File: src/rtl/tb_pkg.sv
// Shared types for the simple_alu operand/opcode interface and its sequencer.
package tb_pkg;

    localparam int ALU_WIDTH = 8;

    typedef enum logic [2:0] {
        ADD = 3'd0,
        SUB = 3'd1,
        MUL = 3'd2,
        DIV = 3'd3,
        MOD = 3'd4
    } opcode_t;

    typedef enum logic [1:0] {
        IDLE,
        ISSUE,
        WAIT,
        RESP
    } seq_state_t;

    // Operations answered locally with an error instead of being issued to the ALU.
    function automatic logic op_rejected(input logic [2:0] mode, input logic b_zero);
        logic rej;
        case (mode)
            ADD, SUB, MUL: rej = 1'b0;
            DIV, MOD:      rej = b_zero;
            default:       rej = 1'b1;
        endcase
        return rej;
    endfunction

endpackage

File: src/rtl/alu_op_sequencer.sv
// Initiator-side driver for simple_alu: issues one operation, waits the ALU latency, returns the result.
// Optional ALU_SEQ_STATS_EN adds saturating response counters stat_ops / stat_errs.
//
// state | meaning
// IDLE  | op_ready=1, waiting for an operation
// ISSUE | alu_start pulse, latency counter loads
// WAIT  | latency counter runs down, alu_c captured at zero
// RESP  | res_valid=1 until res_ready
module alu_op_sequencer
    import tb_pkg::*;
#(
    parameter int ALU_LATENCY = 1,
    parameter int WIDTH       = ALU_WIDTH
) (
    input  logic             clock,
    input  logic             reset,
    input  logic             op_valid,
    output logic             op_ready,
    input  logic [WIDTH-1:0] op_a,
    input  logic [WIDTH-1:0] op_b,
    input  logic [2:0]       op_mode,
    output logic             alu_start,
    output logic [WIDTH-1:0] alu_a,
    output logic [WIDTH-1:0] alu_b,
    output logic [2:0]       alu_mode,
    input  logic [WIDTH-1:0] alu_c,
    output logic             res_valid,
    input  logic             res_ready,
    output logic [WIDTH-1:0] res_data,
    output logic             res_err
`ifdef ALU_SEQ_STATS_EN
    ,
    output logic [15:0]      stat_ops,
    output logic [15:0]      stat_errs
`endif
);

    seq_state_t state, state_next;
    logic [3:0] cnt;
    logic       reject;

    assign reject = op_rejected(op_mode, op_b == '0);

    always_ff @(posedge clock) begin
        if (reset) state <= IDLE;
        else       state <= state_next;
    end

    always_comb begin
        state_next = state;
        op_ready   = 1'b0;
        alu_start  = 1'b0;
        res_valid  = 1'b0;
        case (state)
            IDLE: begin
                op_ready = 1'b1;
                if (op_valid) state_next = reject ? RESP : ISSUE;
            end
            ISSUE: begin
                alu_start  = 1'b1;
                state_next = WAIT;
            end
            WAIT: begin
                if (cnt == 4'd0) state_next = RESP;
            end
            RESP: begin
                res_valid = 1'b1;
                if (res_ready) state_next = IDLE;
            end
            default: state_next = IDLE;
        endcase
    end

    // Operand registers double as the ALU-facing outputs, so they stay put until the next accept.
    always_ff @(posedge clock) begin
        if (reset) begin
            alu_a    <= '0;
            alu_b    <= '0;
            alu_mode <= ADD;
            res_data <= '0;
            res_err  <= 1'b0;
            cnt      <= 4'd0;
        end else begin
            case (state)
                IDLE: begin
                    if (op_valid) begin
                        if (reject) begin
                            res_data <= '0;
                            res_err  <= 1'b1;
                        end else begin
                            alu_a    <= op_a;
                            alu_b    <= op_b;
                            alu_mode <= op_mode;
                        end
                    end
                end
                ISSUE: cnt <= 4'(ALU_LATENCY - 1);
                WAIT: begin
                    if (cnt == 4'd0) begin
                        res_data <= alu_c;
                        res_err  <= 1'b0;
                    end else begin
                        cnt <= cnt - 4'd1;
                    end
                end
                default: ;
            endcase
        end
    end

`ifdef ALU_SEQ_STATS_EN
    always_ff @(posedge clock) begin
        if (reset) begin
            stat_ops  <= '0;
            stat_errs <= '0;
        end else if (res_valid && res_ready) begin
            if (res_err) begin
                if (stat_errs != 16'hFFFF) stat_errs <= stat_errs + 16'd1;
            end else begin
                if (stat_ops != 16'hFFFF) stat_ops <= stat_ops + 16'd1;
            end
        end
    end
`endif

endmodule

File: config.mk
export PLATFORM = sky130hd
export DESIGN_NAME = alu_op_sequencer
export DESIGN_NICKNAME = d
export VERILOG_FILES = /design/src/rtl/tb_pkg.sv /design/src/rtl/alu_op_sequencer.sv
export SDC_FILE = /design/constraint.sdc
export NUM_CORES = 1
export LEC_CHECK = 0
export ABC_CLOCK_PERIOD_IN_PS = 2500
export CAP_MARGIN = 20
export CORE_MARGIN = 2
export CORE_UTILIZATION = 40
export DETAILED_ROUTE_END_ITERATION = 8
export DONT_BUFFER_PORTS = 1
export PLACE_DENSITY = 0.55
export SLEW_MARGIN = 20
export SYNTH_ARGS = -nofsm -noshare
export SYNTH_HDL_FRONTEND = slang
export SYNTH_SLANG_ARGS = --single-unit
File: constraint.sdc
create_clock -name clock -period 2.5 [get_ports clock]
set_input_delay 0.375 -clock clock [delete_from_list [all_inputs] [get_ports clock]]
set_output_delay 0.375 -clock clock [all_outputs]
set_load 0.02 [all_outputs]
==> results.sh <==
export IMPL_overflow=0
export IMPL_synthFlopType="dfxtp_1"
export IMPL_dpl_instance_area_sq_um=1580
export IMPL_vias=1363
export IMPL_cts_tree="yes"
export IMPL_io_pins=62
export IMPL_die_area_sq_um=4370
export IMPL_fin_worst_skew_ps=4.40
export IMPL_drive_gt1_frac=0.0829
export IMPL_reg2reg_slack_ps=520
export IMPL_die_width_microns=66.1
export IMPL_arrival_ps=2190
export IMPL_hp_class="input pin to flip-flop"
export IMPL_ys_warn_count=0
export IMPL_synth_most_common_cell="dfxtp_1"
export IMPL_cp_end_kind="flip-flop"
export IMPL_synth_edff_count=0
export IMPL_slew_limit_headroom=0.571
export IMPL_fin_nets=218
export IMPL_viasPerCell=5.95
export IMPL_postCtsSetupRepairBufs=0
export IMPL_drv_cap=0
export IMPL_critPathMaxFanout=19
export IMPL_synthTopCellsByArea="dfxtp_1 44%, a21oi_1 10%, o21ai_0 9.1%, nand3_1 5.8%, ha_1 5.7%"
export IMPL_numCtsBuffers=5
export IMPL_yosysTopAreaCell="dfxtp_1"
export IMPL_antenna_found_initial=0
export IMPL_synth_cells=182
export IMPL_critPathRequiredTime_ps=2700
export IMPL_port_buffers=0
export IMPL_fill_cells=382
export IMPL_syn_nets=220
export IMPL_area_growth_pct=9.16
export IMPL_route_detailed_drc=0
export IMPL_clkLatencyLatePin_ps=280
export IMPL_drt_total_wl_microns=3660
export IMPL_fp_dieH_microns=66.1
export IMPL_synth_top_cell_area_share=0.441
export IMPL_final_period_utilization=0.793
export IMPL_synth_area_sq_um=1540
export IMPL_hold_violations=0
export IMPL_grt_usage=0.177
export IMPL_cts_buffer_depth=2
export IMPL_cts_root_buf="clkbuf_8"
export IMPL_grt_pass1_wl_microns=5990
export IMPL_fin_util=0.457
export IMPL_async_flop_share=0
export IMPL_firstDrtPassIters=4
export IMPL_worstSetupStartpointType="flip-flop"
export IMPL_ctsHoldBuffers=0
export IMPL_max_vdd_ir_drop_v=0.000489
export IMPL_gp_congestion=0.690
export IMPL_p_leak_nw=0.596
export IMPL_dp_hpwl_microns=2640
export IMPL_clkTransAtPathRegs_ps=70
export IMPL_setup_ws_ps=516
export IMPL_ys_top_cells_by_count="34 x dfxtp_1, 31 x a21oi_1, 28 x o21ai_0, 18 x nand3_1, 9 x clkbuf_1"
export IMPL_tightestPinTransition_ps=643
export IMPL_fin_area_sq_um=1690
export IMPL_h_tree_depth=2
export IMPL_drtAntennaViolNets=0
export IMPL_ctsResizeCount=0
export IMPL_total_power_mw=1.79
export IMPL_coreArea_sq_um=3690
export IMPL_status="completed"
export IMPL_start_util=0.419
export IMPL_rsz0062_at_grt="no"
export IMPL_dp_slack_ps=509
export IMPL_clock_sinks=34
export IMPL_wl_per_cell_microns=16.0
export IMPL_fin_crit_ps=1980
export IMPL_antenna_cells=0
export IMPL_grt_pass1_vias=1291
export IMPL_path_class="flip-flop to flip-flop"
export IMPL_fmax_mhz=504
export IMPL_first_iter_violations=68
export IMPL_slew_viol_final=0
export IMPL_powerDensity_nw_per_um2=1060
export IMPL_fin_tns_setup_ps=0
export IMPL_synth_cell_type_count=31
export IMPL_rows=22
export IMPL_setup_viol=0
export IMPL_grt_max_degree=33
export IMPL_ys_seq_area_frac=0.441
export IMPL_ys_seq_elements=34
export IMPL_avgSynthCellArea_sq_um=8.48
## per-stage QoR
stage / cells / hold WS [ps]
floorplan: 182 / 447
global placement: 221 / 447
detailed placement: 221 / 449
CTS: 229 / 150
global route: 229 / 144
finish: 229 / 158
## layout by cell type, fill, tap and decap left out, drive strengths merged
| cell | n |
|---|---|
| o21ai | 28 |
| or3 | 1 |
| nor2 | 4 |
| mux2i | 1 |
| nand2b | 2 |
| o311a | 1 |
| and3 | 4 |
| a211oi | 1 |
| inv | 7 |
| nor3 | 2 |
| or4 | 2 |
| a222oi | 1 |
| a21o | 1 |
| a21oi | 32 |
| a311oi | 1 |
| o221ai | 1 |
| clkbuf | 7 |
| xnor2 | 1 |
| ha | 7 |
| o21a | 2 |
| buf | 4 |
| dfxtp | 34 |
| nand2 | 7 |
| or3b | 1 |
| o311ai | 1 |
| bufinv | 1 |
| nand4 | 8 |
| nand4b | 1 |
| nand3 | 18 |
## logic make-up after synthesis
kind of cell / after synthesis / share of synthesized area
compound gates: 69 / 0.259
simple gates: 50 / 0.176
flops: 34 / 0.441
buf+inv: 20 / 0.0559
fa+ha+maj: 7 / 0.0567
xor+xnor: 1 / 0.00567
mux: 1 / 0.00648
## path summary, 6_finish.rpt
path                         start                  endpoint  depth (start not counted)
max          state[1]$_SDFFE_PP0P_     alu_a[5]$_SDFFE_PP0P_                          5
min                          reset  res_data[1]$_SDFFE_PP0P_                          1
max reg2reg  state[1]$_SDFFE_PP0P_     alu_a[5]$_SDFFE_PP0P_                          5
min reg2reg    cnt[2]$_SDFFE_PP0P_       cnt[2]$_SDFFE_PP0P_                          2
## sequential cells by signal, indices dropped and copies added, names as in the netlist
name	cells
cnt	4
state	2
alu_mode	3
res_err	1
alu_a	8
res_data	8
alu_b	8
## critical path, stage by stage (launching register included)
cell and delay (ps):
dfxtp_1 350, inv_1 110, ha_1 480, and3_1 670, nand3_1 150, a21oi_1 160
## per-layer routing
| metal | track usage | part of all wire |
|---|---|---|
| met1 | 0.212 | 0.41 |
| met2 | 0.295 | 0.50 |
| met3 | 0.0613 | 0.084 |
| met4 | 0.0536 | 0.011 |
| met5 | 0 | 0 |
## power by group
group          internal, mW  switching, mW  total [mW]  leakage, nW
combinational         0.187          0.363       0.551        0.267
sequential            0.620          0.130       0.750        0.276
clock                 0.298          0.190       0.488       0.0524
total                  1.11          0.684        1.79        0.596
## area by class of cell
type,count,area [sq um],area share
multi-input combinational,128,782,0.464
clock buffer,7,76.3,0.0453
inverter,7,26.3,0.0156
timing repair buffer,4,30.0,0.0178
tap,48,60.1,0.0356
sequential,34,681,0.404
clock inverter,1,30.0,0.0178
Note: power is estimated with default switching activity, not from simulation.
